===== config.mk =====
export PLATFORM = sky130hd
export DESIGN_NAME = fifo_wr_arbiter_flat
export DESIGN_NICKNAME = d
export VERILOG_FILES = /design/src/rtl/fifo_pkg.sv /design/src/rtl/fifo_wr_arbiter_if.sv /design/src/rtl/fifo_wr_arbiter_rr_pick.sv /design/src/rtl/fifo_wr_arbiter.sv /design/src/flat_wrapper.sv
export SDC_FILE = /design/constraint.sdc
export NUM_CORES = 1
export LEC_CHECK = 0
export BUFFER_PORTS_ARGS = -buffer_cell sky130_fd_sc_hd__buf_2
export CAP_MARGIN = 40
export CORE_MARGIN = 4
export CORE_UTILIZATION = 40
export DETAILED_ROUTE_END_ITERATION = 7
export GPL_ROUTABILITY_DRIVEN = 0
export HOLD_SLACK_MARGIN = 0.02
export PLACE_DENSITY = 0.85
export SLEW_MARGIN = 20
export SYNTH_ARGS = -nofsm -noshare
export SYNTH_HDL_FRONTEND = slang
export SYNTH_HIERARCHICAL = 1
export SYNTH_SLANG_ARGS = --single-unit

===== constraint.sdc =====
create_clock -name clk -period 5.1 [get_ports clk]
set_clock_uncertainty 0.2 [all_clocks]
set_input_delay 0 -clock clk [delete_from_list [all_inputs] [get_ports clk]]
set_output_delay 0 -clock clk [all_outputs]
set_load 0.01 [all_outputs]

===== src/rtl/fifo_pkg.sv =====
// Shared definitions for the FIFO write-side arbiter and its read-side demux.
package fifo_pkg;

  localparam logic ST_IDLE = 1'b0;
  localparam logic ST_LOCK = 1'b1;

  typedef enum logic {
    S_IDLE = ST_IDLE,
    S_LOCK = ST_LOCK
  } state_e;

  // Source-ID width for n requesters (at least one bit)
  function automatic int unsigned id_width(input int unsigned n);
    return (n < 2) ? 1 : $clog2(n);
  endfunction

  // Tagged word layout: {id, last, data}; data occupies [dw-1:0]
  function automatic int unsigned last_bit(input int unsigned dw);
    return dw;
  endfunction

  function automatic int unsigned id_lsb(input int unsigned dw);
    return dw + 1;
  endfunction

  function automatic int unsigned id_msb(input int unsigned dw, input int unsigned idw);
    return dw + idw;
  endfunction

endpackage


===== src/rtl/fifo_wr_arbiter_if.sv =====
// Requester/FIFO write-side bundle shared by the arbiter and its environment.
interface fifo_wr_arbiter_if
  import fifo_pkg::*;
#(
  parameter int unsigned N  = 4,
  parameter int unsigned DW = 32
);
  localparam int unsigned IDW = id_width(N);
  localparam int unsigned FW  = DW + IDW + 1;

  logic [N-1:0]    req_valid;
  logic [N*DW-1:0] req_data;
  logic [N-1:0]    req_last;
  logic [N-1:0]    req_ready;
  logic            fifo_full;
  logic            fifo_wr_en;
  logic [FW-1:0]   fifo_wr_data;
  logic [N-1:0]    grant;
  logic            busy;

  // Requesters and FIFO side
  modport master (
    output req_valid, req_data, req_last, fifo_full,
    input  req_ready, fifo_wr_en, fifo_wr_data, grant, busy
  );

  // Arbiter side
  modport slave (
    input  req_valid, req_data, req_last, fifo_full,
    output req_ready, fifo_wr_en, fifo_wr_data, grant, busy
  );

endinterface


===== src/rtl/fifo_wr_arbiter_rr_pick.sv =====
// Round-robin picker: first set request after ptr, searching upward modulo N.
module rr_pick
  import fifo_pkg::*;
#(
  parameter int unsigned N = 4,
  localparam int unsigned IDW = id_width(N)
) (
  input  logic [N-1:0]   req,
  input  logic [IDW-1:0] ptr,
  output logic [N-1:0]   gnt,
  output logic [IDW-1:0] idx,
  output logic           any
);

  // Scan from farthest to nearest so the nearest candidate after ptr wins
  always_comb begin : pick
    logic [IDW-1:0] pos;
    gnt = '0;
    idx = '0;
    any = 1'b0;
    pos = '0;
    for (int unsigned k = N; k >= 1; k--) begin
      pos = IDW'((32'(ptr) + k) % N);
      if (req[pos]) begin
        gnt      = '0;
        gnt[pos] = 1'b1;
        idx      = pos;
        any      = 1'b1;
      end
    end
  end

endmodule


===== src/rtl/fifo_wr_arbiter.sv =====
// Packet-locking round-robin arbiter for the write port of one async FIFO.
module fifo_wr_arbiter
  import fifo_pkg::*;
#(
  parameter int unsigned N        = 4,
  parameter int unsigned DW       = 32,
  parameter int unsigned MAXBURST = 16
) (
  input  logic             clk,
  input  logic             rst,
  fifo_wr_arbiter_if.slave bus
);

  localparam int unsigned IDW      = id_width(N);
  localparam int unsigned FW       = DW + IDW + 1;
  localparam int unsigned CW       = $clog2(MAXBURST + 1);
  localparam int unsigned LAST_BIT = last_bit(DW);
  localparam int unsigned ID_LSB   = id_lsb(DW);
  localparam int unsigned ID_MSB   = id_msb(DW, IDW);

  state_e         state_q;
  logic [N-1:0]   grant_q;
  logic [IDW-1:0] id_q;
  logic [IDW-1:0] ptr_q;
  logic [CW-1:0]  cnt_q;
  logic           busy_q;

  logic [N-1:0]   pick_gnt;
  logic [IDW-1:0] pick_idx;
  logic           pick_any;

  logic           own_valid;
  logic           own_last;
  logic [DW-1:0]  own_data;
  logic           lock;
  logic           beat;
  logic           rel;
  logic [FW-1:0]  wr_data_c;

  rr_pick #(.N(N)) u_pick (
    .req (bus.req_valid),
    .ptr (ptr_q),
    .gnt (pick_gnt),
    .idx (pick_idx),
    .any (pick_any)
  );

  // Select the current owner's beat through the one-hot grant
  always_comb begin
    own_valid = 1'b0;
    own_last  = 1'b0;
    own_data  = '0;
    for (int i = 0; i < N; i++) begin
      if (grant_q[i]) begin
        own_valid = bus.req_valid[i];
        own_last  = bus.req_last[i];
        own_data  = bus.req_data[i*DW +: DW];
      end
    end
  end

  // Beat acceptance and release decision
  always_comb begin
    lock = (state_q == S_LOCK);
    beat = lock && own_valid && !bus.fifo_full;
    rel  = beat && (own_last || (cnt_q == CW'(MAXBURST - 1)));
  end

  // Tagged FIFO word; zero while idle
  always_comb begin
    wr_data_c = '0;
    if (lock) begin
      wr_data_c[DW-1:0]          = own_data;
      wr_data_c[LAST_BIT]        = own_last;
      wr_data_c[ID_MSB:ID_LSB]   = id_q;
    end
  end

  // Drive the bus; write path is combinational from the owner's request
  always_comb begin
    bus.req_ready    = (lock && !bus.fifo_full) ? grant_q : '0;
    bus.fifo_wr_en   = beat;
    bus.fifo_wr_data = wr_data_c;
    bus.grant        = grant_q;
    bus.busy         = busy_q;
  end

  // Arbitration FSM with grant, owner id, burst counter and rotation pointer
  always_ff @(posedge clk or posedge rst) begin
    if (rst) begin
      state_q <= S_IDLE;
      grant_q <= '0;
      id_q    <= '0;
      ptr_q   <= IDW'(N - 1);
      cnt_q   <= '0;
      busy_q  <= 1'b0;
    end else begin
      case (state_q)
        S_IDLE: begin
          if (pick_any) begin
            grant_q <= pick_gnt;
            id_q    <= pick_idx;
            cnt_q   <= '0;
            busy_q  <= 1'b1;
            state_q <= S_LOCK;
          end
        end
        S_LOCK: begin
          if (rel) begin
            ptr_q   <= id_q;
            grant_q <= '0;
            cnt_q   <= '0;
            busy_q  <= 1'b0;
            state_q <= S_IDLE;
          end else if (beat) begin
            cnt_q   <= cnt_q + CW'(1);
          end
        end
      endcase
    end
  end

endmodule

===== src/flat_wrapper.sv =====
// flat-port wrapper written by rule: the top's interface ports become plain ports
module fifo_wr_arbiter_flat import fifo_pkg::*;
#(
  parameter int unsigned N        = 4,
  parameter int unsigned DW       = 32,
  parameter int unsigned MAXBURST = 16
)
  (clk, rst, bus_req_valid, bus_req_data, bus_req_last, bus_fifo_full, bus_req_ready, bus_fifo_wr_en, bus_fifo_wr_data, bus_grant, bus_busy);
  fifo_wr_arbiter_if #(.N(N), .DW(DW)) bus_i ();
  input  logic clk;
  input  logic rst;
  input wire logic [$bits(bus_i.req_valid)-1:0] bus_req_valid;
  input wire logic [$bits(bus_i.req_data)-1:0] bus_req_data;
  input wire logic [$bits(bus_i.req_last)-1:0] bus_req_last;
  input wire logic [$bits(bus_i.fifo_full)-1:0] bus_fifo_full;
  output wire logic [$bits(bus_i.req_ready)-1:0] bus_req_ready;
  output wire logic [$bits(bus_i.fifo_wr_en)-1:0] bus_fifo_wr_en;
  output wire logic [$bits(bus_i.fifo_wr_data)-1:0] bus_fifo_wr_data;
  output wire logic [$bits(bus_i.grant)-1:0] bus_grant;
  output wire logic [$bits(bus_i.busy)-1:0] bus_busy;
  assign bus_i.req_valid = bus_req_valid;
  assign bus_i.req_data = bus_req_data;
  assign bus_i.req_last = bus_req_last;
  assign bus_i.fifo_full = bus_fifo_full;
  assign bus_req_ready = bus_i.req_ready;
  assign bus_fifo_wr_en = bus_i.fifo_wr_en;
  assign bus_fifo_wr_data = bus_i.fifo_wr_data;
  assign bus_grant = bus_i.grant;
  assign bus_busy = bus_i.busy;
  fifo_wr_arbiter #(.N(N), .DW(DW), .MAXBURST(MAXBURST)) u_core (.clk(clk), .rst(rst), .bus(bus_i));
endmodule

; Yosys cells after proc, flatten, opt, wreduce, memory -nomap -nowiden
; Cells that the tools add are included.
[classes]
n_addsub = 5
mul = 0
n_div = 0
n_lt_le_gt_ge = 8
eq_ne = 4
shift = 0
n_mux = 55
bitwise = 1
n_reduce_logical = 14
[ops]
columns = cell, count
row1 = $mux 32, 4
row2 = $mux 35, 1
row3 = $mux 4, 7
row4 = $mux 1, 24
row5 = $mux 5, 3
row6 = $lt 2x3->1 const B, 4
row7 = $pmux 5 s2, 1
row8 = $bmux 1 s2, 4
row9 = $demux 1 s2, 4
row10 = $ge 2x1->1 const B, 4
row11 = $logic_and 1x1->1, 8
row12 = $mux 2, 4
row13 = $pmux 4 s2, 1
row14 = $reduce_and 2->1, 4
row15 = $add 5x1->5 const B, 1
row16 = $eq 5x4->1 const B, 1
row17 = $add 2x1->2 const B, 2
row18 = $add 2x2->2 const B, 2
row19 = $pmux 1 s2, 2
row20 = $ne 3x3->1 const B, 1
row21 = $ne 2x1->1 const B, 1
row22 = $ne 2x2->1 const B, 1
row23 = $logic_not 1->1, 1
row24 = $logic_or 1x1->1, 1
row25 = $not 1->1, 1
[word_totals]
register_bits = 15
latch_bits = 0
ramBits = 0
romBits = 0
input_bits = 139
output_inout_bits = 45
mem_count = 0

; Longest topological paths before layout
; Gate-level depths: netlist of the first run.
[depth]
word_depth = 11
ltp_mapped = 10
depth_no_buf = 8

; Hierarchy
; Netlist of the first run, hierarchy kept.
[modules_own_cells]
columns = module, instances, cells_per_inst, area_each_um2, seq_area_each_um2
row1 = fifo_wr_arbiter, 1, 275, 1924.3, 377.9
row2 = rr_pick, 1, 70, 553.0, 0.0

; Least setup slack after synthesis of the first run
; Ideal clock, no wire load.
[synth_path]
kind = reg2reg
start = register u_core.ptr_q[0]
end = register u_core.grant_q[0], in the netlist u_core/bus.grant[0]
setup_time_ns = 0.083
arrival_ns = 2.244
required_ns = 4.817
path_slack_ns = 2.573
path_stages_with_launch = 11
n_path_buf = 2
synth_period_minus_slack_ns = 2.527
cell_sequence = dfstp_2 buf_4 inv_1 ha_1 buf_4 mux2i_1 a2111oi_2 o21ai_0 a32oi_1 nand2_1 o21ai_0
[synth_via]
elab_chain_cells = 11
word_cells_on_any_way = 44
cone_classes = add/sub (4) / order compare (8) / eq/ne (1) / mux (26) / reduce/logical (5)
[synth_lines]
columns = element, line
row1 = start: declaration, fifo_wr_arbiter.sv:24  ; logic [IDW-1:0] ptr_q;
row2 = start signal: assignment, fifo_wr_arbiter.sv:94  ; ptr_q <= IDW'(N - 1);
row3 = start signal: assignment, fifo_wr_arbiter.sv:110  ; ptr_q <= id_q;
row4 = $add 2x1->2, fifo_wr_arbiter_rr_pick.sv:23  ; pos = IDW'((32'(ptr) + k) % N);
row5 = $lt 2x3->1 (not written as such) or $ge 2x1->1 (tied branches), fifo_wr_arbiter_rr_pick.sv:26  ; gnt[pos] = 1'b1;
row6 = $logic_and 1x1->1 (not written as such), fifo_wr_arbiter_rr_pick.sv:26
row7 = $mux 1 (not written as such), fifo_wr_arbiter_rr_pick.sv:26
row8 = $demux 1 s2, fifo_wr_arbiter_rr_pick.sv:26
row9 = $mux 4 (3 in series), fifo_wr_arbiter_rr_pick.sv:24  ; if (req[pos]) begin
row10 = $mux 4 (*), fifo_wr_arbiter_rr_pick.sv:24
row11 = net u_core.pick_gnt[0], fifo_wr_arbiter.sv:28  ; logic [N-1:0] pick_gnt;
row12 = $mux 4 (*), fifo_wr_arbiter.sv:100  ; if (pick_any) begin
row13 = $pmux 4 s2 (*), fifo_wr_arbiter.sv:98  ; case (state_q)
row14 = end signal: assignment, fifo_wr_arbiter.sv:101  ; grant_q <= pick_gnt;
row15 = end: declaration, fifo_wr_arbiter.sv:22  ; logic [N-1:0] grant_q;
; The timed path passes the listed nets; every way through them passes the cells marked *. The select of a mux whose other input is x is not followed.
; A chain may end at the register's enable or synchronous reset.

; Worst setup path in the final report of the first run
[layout_path]
start = register u_core.ptr_q[0]
end = register u_core.grant_q[2], in the netlist u_core/bus.grant[2]
; Same word-level chain as after synthesis.

==> metrics, run 1 <==
routed vias 3285; wire length of the first global-routing pass 14560 um; #FFs+latches synth 15; combinational family with the most area after synthesis compound AO/OA/AOI/OAI gates; Post-Synth Simple-Gate Area 0.1707; internal reg-to-reg setup slack 2.11 ns; Detail Route Antenna Nets 0; fraction of layout cells with a size suffix above 1 0.4178; average cell area after synthesis 7.181 um^2; Worst R2R Start u_core/ptr_q[0]$_DFFE_PP1P_; number of buffers between clock root and the deepest sink 2; gate count after technology mapping 345; via count normalized by instance count 5.664; required time of the critical path 5.06 ns; actual transition at the worst max-transition pin 0.6750 ns; number of optimization iterations in the first detailed-route pass 4; EDFF count, synth 0; unrepaired setup endpoints after global routing no; Ys Warns 6; terminating pin of the worst hold path u_core/id_q[0]$_DFFE_PP0P_; diode count 0; # clock sinks 15; worst hold stages 5; adder-cell area share of the yosys netlist 0.04040; max-cap viol count 0; classification of the worst-slack hold path input port to register; Post-Layout Cell Count 580; number of remaining DRC errors 0; maximum cell stage delay along the critical path 0.71 ns; most numerous cell on the critical path o21ai_0; final wirelength 9593 um; initial antenna violation count 1; total power draw 1.801 mW; cell taking the most area after synthesis dfrtp_1; num ports 184; DRC violation total after the first TritonRoute iteration 154; number of port buffers 183; data arrival time of the critical path 2.95 ns; kind of cell with the highest combined delay on the critical path compound AO/OA/AOI/OAI gates; fraction of registers with async set or reset after synthesis 1.000; final period demand of the worst path 2.994 ns; total of cells resized after clock tree synthesis 0; terminus of the critical flop-to-flop path u_core/bus.grant[2]$_DFFE_PP0P_; die span in x 86.70 um; setup-violating endpoint count in the final report 0; final hold vios 0; area inside the core boundary 0.005956 mm^2; pre-CTS setup slack 2.175 ns; clock transition time at the flip-flop clock pins of the worst setup and hold paths 0.07 ns; number of standard-cell rows in the floorplan 28; hold slack 0.04670 ns; FF-to-FF path depth 8; mux share of post-synthesis cell area 0.05404; slowest CP cell dfstp_2; Pleak 1.802 nW; Remaining Overflow, GRT 0; CTS tree built; xor-xnor portion of the synthesized cell area 0; Final nets 653; post-synth design cell area 0.002477 mm^2; sum of negative setup slack 0 ns; category of the worst setup path capture point register; fmax 334.0 MHz; crit path kind register to register; number of global-route vias before repair 3117; beginning of the worst hold path bus_req_valid[1]; number of filler instances in the final layout 566; CP bufs+invs 1; pin count of the biggest net entering global routing 45; unique cell type count in the Yosys netlist 50; clock buffer count from CTS 3; post-synth top area share 0.1313; result of the run complete, no violations; Starting Density 0.4160; Final Max Slew Viols 0; Most used DFF post-synth dfrtp_1; synthesized-area fraction occupied by ao, oa, aoi and oai cells 0.4439; multi-input combinational cell area 0.001759 mm^2; share of synthesized area occupied by flip-flops and latches 0.1525; wire length per cell 16.54 um; HPWL after detailed placement 7355 um; number of nets produced by synthesis 492; critical-path cell list inv_1 -> ha_1 -> mux2i_1 -> a2111oi_2 -> o21ai_0 -> a32oi_1 -> nand2_1 -> o21ai_0; cells taking the most area after synthesis dfrtp_1 13%, a211o_1 12%, a221oi_1 12%; Max transition margin 0.5483; Worst setup SP type register; clock network latency to the later pin of the worst-skew pair 0.25 ns; power density cells 521.2 mW/mm^2; crit share post-route 0.5871; overall fraction of global-route tracks in use 0.2358; Worst Path Max Fanout 15; number of placed instances, taps included 575; setup slack of the critical path after layout 2.106 ns; DIE AREA 0.007517 mm^2; number of H-tree levels 1; sequential cell area 380.4 um^2; Max IR drop VDD 0.0005081 V; die height 86.70 um; Area Overhead vs Synth 39.49%; cell chosen for the clock root clkbuf_8
[per-layer routing]
layer,track usage,part of all wire
met5,0,0.0014
met4,0.04391,0.0078
met3,0.04373,0.068
met2,0.4249,0.53
met1,0.2930,0.39
[layout by cell type, fill, tap and decap left out, types with 3 or more instances in the layout]
master and n:
and2_1 6, a2111oi_2 3, nand3_1 3, nor3b_1 3, nand3b_1 3, a21oi_1 40, ha_1 8, a221oi_1 33
buf_2 183, a211oi_1 3, dfrtp_1 11, a211o_1 33, clkbuf_8 3, a32oi_1 5, nor2b_1 5, o21ai_0 14
mux2i_1 4, nor2_1 8, inv_1 46, nand2_1 49
[synthesized netlist by cell type (4+ instances only)]
cell type,count
inv_1,46
nand2_1,49
a221oi_1,33
a32oi_1,5
nor2_1,8
ha_1,8
o21ai_0,14
and2_1,6
dfrtp_1,13
clkbuf_1,20
a211o_1,33
a21oi_1,40
mux2i_1,4
nor2b_1,6
[cell families (layout without fill, tap and decap cells)]
logic type | count (synthesis) | in the layout
mux | 9 | 9
compound gates | 144 | 144
buf+inv | 81 | 241
flops | 15 | 15
fa+ha+maj | 8 | 8
simple gates | 88 | 88
[metrics by stage]
| stage | area (um^2) | util |
|---|---|---|
| finish | 3456 | 0.5803 |
| global route | 3456 | 0.5803 |
| CTS | 3456 | 0.5803 |
| detailed placement | 3400 | 0.5708 |
| global placement | 3344 | 0.5616 |
| floorplan | 2477 | - |
[sequential cells by signal, summed over array words and instances (netlist names)]
register,flops
u_core/cnt_q,5
u_core/id_q,2
u_core/bus.grant,4
u_core/bus.busy,1
u_core/lock,1
u_core/ptr_q,2
[area by class of cell]
type                            count  area share
Inverter                           48     0.05214
Clock inverter                      1    0.001448
Sequential cell                    15      0.1101
Tap cell                           75     0.02715
Multi-Input combinational cell    249      0.5091
Clock buffer                        3     0.01195
Timing Repair Buffer              189      0.2882
[worst max path at each step]
stage | start | endpoint | cells past startpoint
floorplan | u_core/ptr_q[0]$_DFFE_PP1P_ | u_core/bus.grant[0]$_DFFE_PP0P_ | 10
global placement | u_core/ptr_q[0]$_DFFE_PP1P_ | u_core/bus.grant[2]$_DFFE_PP0P_ | 8
detailed placement | u_core/ptr_q[0]$_DFFE_PP1P_ | u_core/bus.grant[2]$_DFFE_PP0P_ | 8
CTS | u_core/ptr_q[0]$_DFFE_PP1P_ | u_core/bus.grant[2]$_DFFE_PP0P_ | 8
global route | u_core/ptr_q[0]$_DFFE_PP1P_ | u_core/bus.grant[2]$_DFFE_PP0P_ | 8
finish | u_core/ptr_q[0]$_DFFE_PP1P_ | u_core/bus.grant[2]$_DFFE_PP0P_ | 8
[tightest hold or removal path, stage by stage]
cell and delay, ns:
buf_2 0.16, o32ai_1 0.12, a211oi_1 0.09, nand2_1 0.05
nand2_1 0.04
[what timing repair did]
action                    in CTS  in global routing
hold endpoints to repair      15                  0
hold buffers                   1                  0
buffers inserted               0                  0
[report_power, final]
part / switching, mW / internal (mW) / leakage (nW)
combinational: 0.775 / 0.655 / 1.59
sequential: 0.104 / 0.166 / 0.184
clock: 0.0468 / 0.0543 / 0.0255
No activity file was read; power rests on OpenSTA's default activity.
==> inputs of run 2 (changes only) <==
Clock period 5.1 ns to 3.05 ns, I/O delays scaled along.
==> run 2 against run 1 <==
  * Wire length shrank 2.0%
  * Highest routed layer is now met4
  * Final cell count up 0.17%
  * Critical endpoint is now u_core/bus.grant[0]$_DFFE_PP0P_
  * Power grew 66%
  * Critical path depth did not move
  * Non-clock buffer count increased by 1
  * Combinational power rose by 69%
  * Sequential cell count unchanged
  * Via count about the same
==> metrics, run 2 (same netlist as run 1, synthesis figures left out) <==
result of the run complete, no violations; power density cells 867.7 mW/mm^2; Worst setup SP type register; part of the total power dissipated in sequential elements 0.134; wire length of the first global-routing pass 14760 um; die span in x 86.70 um; multi-input combinational cell area 0.001774 mm^2; actual transition at the worst max-transition pin 0.6686 ns; setup slack of the critical path after layout 0.2472 ns; DIE AREA 0.007517 mm^2; total power draw 2.990 mW; CTS tree built; diode count 0; pre-CTS setup slack 0.2888 ns; number of port buffers 183; Final nets 654; Post-Layout Cell Count 581; die height 86.70 um; top library cells by usage in the layout, fill and taps aside 183 x buf_2, 49 x nand2_1, 46 x inv_1; number of global-route vias before repair 3103; Final Max Slew Viols 0; slowest CP cell dfstp_2; overall fraction of global-route tracks in use 0.2367; Worst Path Max Fanout 18; number of H-tree levels 1; Remaining Overflow, GRT 0; Detail Route Antenna Nets 0; fin area 0.003446 mm^2; clock buffer count from CTS 3; Area Overhead vs Synth 39.09%; CP bufs+invs 1; required time of the critical path 3.01 ns; register with the most flip-flops u_core/cnt_q; max-cap viol count 0; cell chosen for the clock root clkbuf_8; number of standard-cell rows in the floorplan 28; clock power share 0.055; number of filler instances in the final layout 572; sum of negative setup slack 0 ns; fraction of layout cells with a size suffix above 1 0.4209; switching power summed over all nets 1.534 mW; kind of cell with the highest combined delay on the critical path compound AO/OA/AOI/OAI gates; Starting Density 0.4160; data arrival time of the critical path 2.77 ns; area inside the core boundary 0.005956 mm^2; unrepaired setup endpoints after global routing no; HPWL after detailed placement 7259 um; wire length per cell 16.18 um; num ports 184; final wirelength 9399 um; clock transition time at the flip-flop clock pins of the worst setup and hold paths 0.07 ns; relative contribution of combinational cells to total power 0.811; final period demand of the worst path 2.803 ns; max reg flops 5; Pleak 1.798 nW; most frequent standard cell in the layout excluding fill and tap cells buf_2; most numerous cell on the critical path o21ai_0; sequential cell area 380.4 um^2; end-of-flow core utilization 0.5786; Post-CTS Setup Inserts 0; # clock sinks 15; DRC violation total after the first TritonRoute iteration 181; critical-path cell list inv_2 -> ha_2 -> mux2_2 -> a211oi_2 -> o21ai_0 -> a32oi_1 -> nand2_1 -> o21ai_0; final hold vios 0; clock network latency to the later pin of the worst-skew pair 0.25 ns; number of placed instances, taps included 576; category of the worst setup path capture point register; Max transition margin 0.5526; initial antenna violation count 0; via count normalized by instance count 5.657; pin count of the biggest net entering global routing 65; hold slack 0.04344 ns; switching share of total power 0.5129; routed vias 3287; setup-violating endpoint count in the final report 0; number of buffers between clock root and the deepest sink 2; maximum cell stage delay along the critical path 0.73 ns; number of remaining DRC errors 0; Int Power 1.456 mW; cell area after placement 0.003374 mm^2; Max IR drop VDD 0.0004511 V; number of optimization iterations in the first detailed-route pass 6; crit share post-route 0.9189; crit path kind register to register; classification of the worst-slack hold path input port to register; fmax 356.8 MHz
-- run 2: changes by cell type in the layout (fill, tap and decap cells not counted) --
cell and change:
a2111oi_2 -1, ha_1 -1, a2111oi_4 +1, buf_4 +4, buf_8 -1, buf_12 -2, ha_2 +1
-- run 2: area by class of cell --
class / count / area share
multi-input cells: 249 / 0.5149
repair buffers: 190 / 0.2818
inverters: 48 / 0.05229
flip-flops and latches: 15 / 0.1104
well taps: 75 / 0.02723
clock buffers: 3 / 0.01198
clock inverters: 1 / 0.001452
-- run 2: final timing paths --
path | slack (ns) | cells after the start | end | from
worst max-delay path | 0.25 | 8 | u_core/bus.grant[0]$_DFFE_PP0P_ | u_core/ptr_q[1]$_DFFE_PP1P_
worst min-delay path | 0.04 | 5 | u_core/id_q[0]$_DFFE_PP0P_ | bus_req_valid[1]
worst max register to register | 0.25 | 8 | u_core/bus.grant[0]$_DFFE_PP0P_ | u_core/ptr_q[1]$_DFFE_PP1P_
worst min register to register | 0.29 | 2 | u_core/id_q[1]$_DFFE_PP0P_ | u_core/id_q[1]$_DFFE_PP0P_
max in group asynchronous | 2.05 | 3 | u_core/bus.grant[2]$_DFFE_PP0P_ | rst
min in group asynchronous | 0.16 | 3 | u_core/id_q[1]$_DFFE_PP0P_ | rst
-- run 2: timing repair --
| action | CTS | global route |
|---|---|---|
| hold buffers | 1 | 0 |
| endpoints found under the setup margin | 0 | 3 |
| gates resized for setup | 0 | 2 |
| hold endpoints to repair | 15 | 0 |
-- run 2: worst register-to-register path: cells and delay by family, from the launching register on --
| kind | cells | cell delay (ns) |
|---|---|---|
| AO/OA/AOI/OAI | 4 | 0.74 |
| flip-flops | 1 | 0.73 |
| adder cells (fa/ha/maj) | 1 | 0.45 |
| multiplexers | 1 | 0.38 |
| buffers and inverters | 1 | 0.13 |
| AND/OR/NAND/NOR | 1 | 0.06 |
-- run 2: layer usage --
metal / vias up / track usage / routed length (um)
met1: 1487 / 0.3041 / 3662
met4: 0 / 0.08357 / 238
met3: 24 / 0.04278 / 755
li1: 1597 / - / -
met2: 179 / 0.3957 / 4743
met5: - / 0 / 0
-- run 2: power groups by stage --
stage	logic, mW	clock network [mW]	registers (mW)
final	2.42	0.166	0.400
after global routing	2.67	0.180	0.416
after CTS	2.39	0.170	0.397
after detailed placement	2.38	0	0.400
after global placement	2.33	0	0.397
after floorplan	1.72	0	0.350
==> inputs of run 3 (changes only) <==
==> constraint.sdc (replaced) <==
create_clock -name clk -period 3.05 [get_ports clk]
set_clock_uncertainty 0.2 [all_clocks]
set_input_delay 0.61 -clock clk [delete_from_list [all_inputs] [get_ports clk]]
set_output_delay 0.61 -clock clk [all_outputs]
set_load 0.01 [all_outputs]
==> run 3 against run 2 <==
  * Global-route usage rose by 1.1 points
  * Sequential power fell by 2%
  * Power rose by 2.4%
  * Non-clock buffer count rose by 3
  * Register-to-register slack barely moved
  * Critical path type is now register to output port
  * First-iteration DRC count rose by 25%
  * Clock power rose by 5%
  * Sequential cell count did not move
  * Sequential share of layout area fell by 0.11 points
  * Largest cell class unchanged
  * Via count rose by 3.7%
  * Cell area rose by 1.0%
==> metrics, run 3 (same netlist as run 1, synthesis figures left out) <==
sum of negative setup slack 0 ns; end-of-flow core utilization 0.5845; number of global-route vias before repair 3243; fraction of layout cells with a size suffix above 1 0.4263; # clock sinks 15; max-cap viol count 0; clock network latency to the later pin of the worst-skew pair 0.26 ns; data arrival time of the critical path 2.04 ns; Starting Density 0.4160; routed vias 3408; final hold vios 0; DIE AREA 0.007517 mm^2; register with the most flip-flops u_core/cnt_q; Detail Route Antenna Nets 0; Worst Path Max Fanout 32; FF-to-FF path depth 8; most frequent standard cell in the layout excluding fill and tap cells buf_2; clock buffer count from CTS 3; HPWL after detailed placement 7673 um; pin count of the biggest net entering global routing 51; num ports 184; Max transition margin 0.5858; fmax 350.7 MHz; met1 track demand over resource in global routing 0.3081; top library cells by usage in the layout, fill and taps aside 183 x buf_2, 49 x nand2_1, 46 x inv_1; number of H-tree levels 1; DRC violation total after the first TritonRoute iteration 227; clock transition time at the flip-flop clock pins of the worst setup and hold paths 0.08 ns; Pleak 1.819 nW; power density cells 879.8 mW/mm^2; cell area after placement 0.003417 mm^2; CTS tree built; actual transition at the worst max-transition pin 0.6206 ns; Remaining Overflow, GRT 0; final wirelength 9857 um; crit path kind register to output port; setup-violating endpoint count in the final report 0; category of the worst setup path capture point output port; final period demand of the worst path 2.852 ns; number of port buffers 183; Post-CTS Setup Inserts 0; area inside the core boundary 0.005956 mm^2; fin area 0.003481 mm^2; classification of the worst-slack hold path input port to async pin; number of buffers between clock root and the deepest sink 2; die span in x 86.70 um; GR Util met2 0.4179; number of standard-cell rows in the floorplan 28; Area Overhead vs Synth 40.51%; crit share post-route 0.9350; Worst setup SP type register; max reg flops 5; via count normalized by instance count 5.826; unrepaired setup endpoints after global routing no; Final Max Slew Viols 0; wire length per cell 16.85 um; Final nets 657; number of optimization iterations in the first detailed-route pass 5; GR met3 Demand/Resource 0.05228; cell chosen for the clock root clkbuf_8; result of the run complete, no violations; die height 86.70 um; hold bufs inserted after CTS 0; wire length of the first global-routing pass 15260 um; initial antenna violation count 0; required time of the critical path 2.24 ns; overall fraction of global-route tracks in use 0.2472; Max IR drop VDD 0.0004794 V; number of remaining DRC errors 0; GRT busiest layer met2
==> run 3: cell type report <==
class                      instances  area (um^2)
multi-input combinational        249         1774
timing repair buffer             193         1003
antenna                            1        2.502
clock buffer                       3        41.29
fill                             569         2475
tap                               75        93.84
clock inverter                     1        5.005
inverter                          48        180.2
sequential                        15        380.4
==> run 3: per-stage QoR <==
stage,power [mW],setup WS (ns),cells,hold WS (ns)
floorplan,2.074,0.5233,345,0.2376
global placement,2.775,0.4351,580,0.2502
detailed placement,2.841,0.2571,580,0.2652
CTS,3.029,0.2182,584,0.2314
global route,3.324,0.06970,584,0.2636
finish,3.062,0.1982,585,0.2133
==> run 3: power breakdown <==
group,internal [mW],total [mW],switching [mW]
clock network,0.0908,0.175,0.0838
logic,1.12,2.50,1.37
registers,0.277,0.393,0.116
total,1.49,3.06,1.57
==> run 3: timing repair <==
| action | CTS | global route |
|---|---|---|
| hold endpoints to repair | 0 | 0 |
| setup endpoints to repair | 0 | 1 |
| gates resized for setup | 0 | 2 |
==> run 3: metal layers <==
metal,part of all wire,vias up
met5,0,-
met4,0.032,0
met3,0.090,35
met2,0.51,209
met1,0.37,1561
li1,-,1603
==> run 3: worst max-delay path: stages, from the launching register on <==
cell and delay (ns):
dfrtp_1 0.50, nor2b_2 0.15, buf_4 0.34, a221oi_1 0.13, a211o_1 0.28, a21oi_1 0.20
buf_2 0.17
==> run 3: final timing paths <==
path	startpoint	to	slack (ns)
min in group clk	u_core/id_q[1]$_DFFE_PP0P_	u_core/id_q[1]$_DFFE_PP0P_	0.28
setup reg to reg	u_core/ptr_q[1]$_DFFE_PP1P_	u_core/bus.grant[1]$_DFFE_PP0P_	0.24
hold / removal	rst	u_core/id_q[0]$_DFFE_PP0P_	0.21
max in group asynchronous	rst	u_core/bus.grant[2]$_DFFE_PP0P_	2.00
setup / recovery	u_core/bus.grant[1]$_DFFE_PP0P_	bus_fifo_wr_data[11]	0.20
hold reg to reg	u_core/id_q[1]$_DFFE_PP0P_	u_core/id_q[1]$_DFFE_PP0P_	0.28
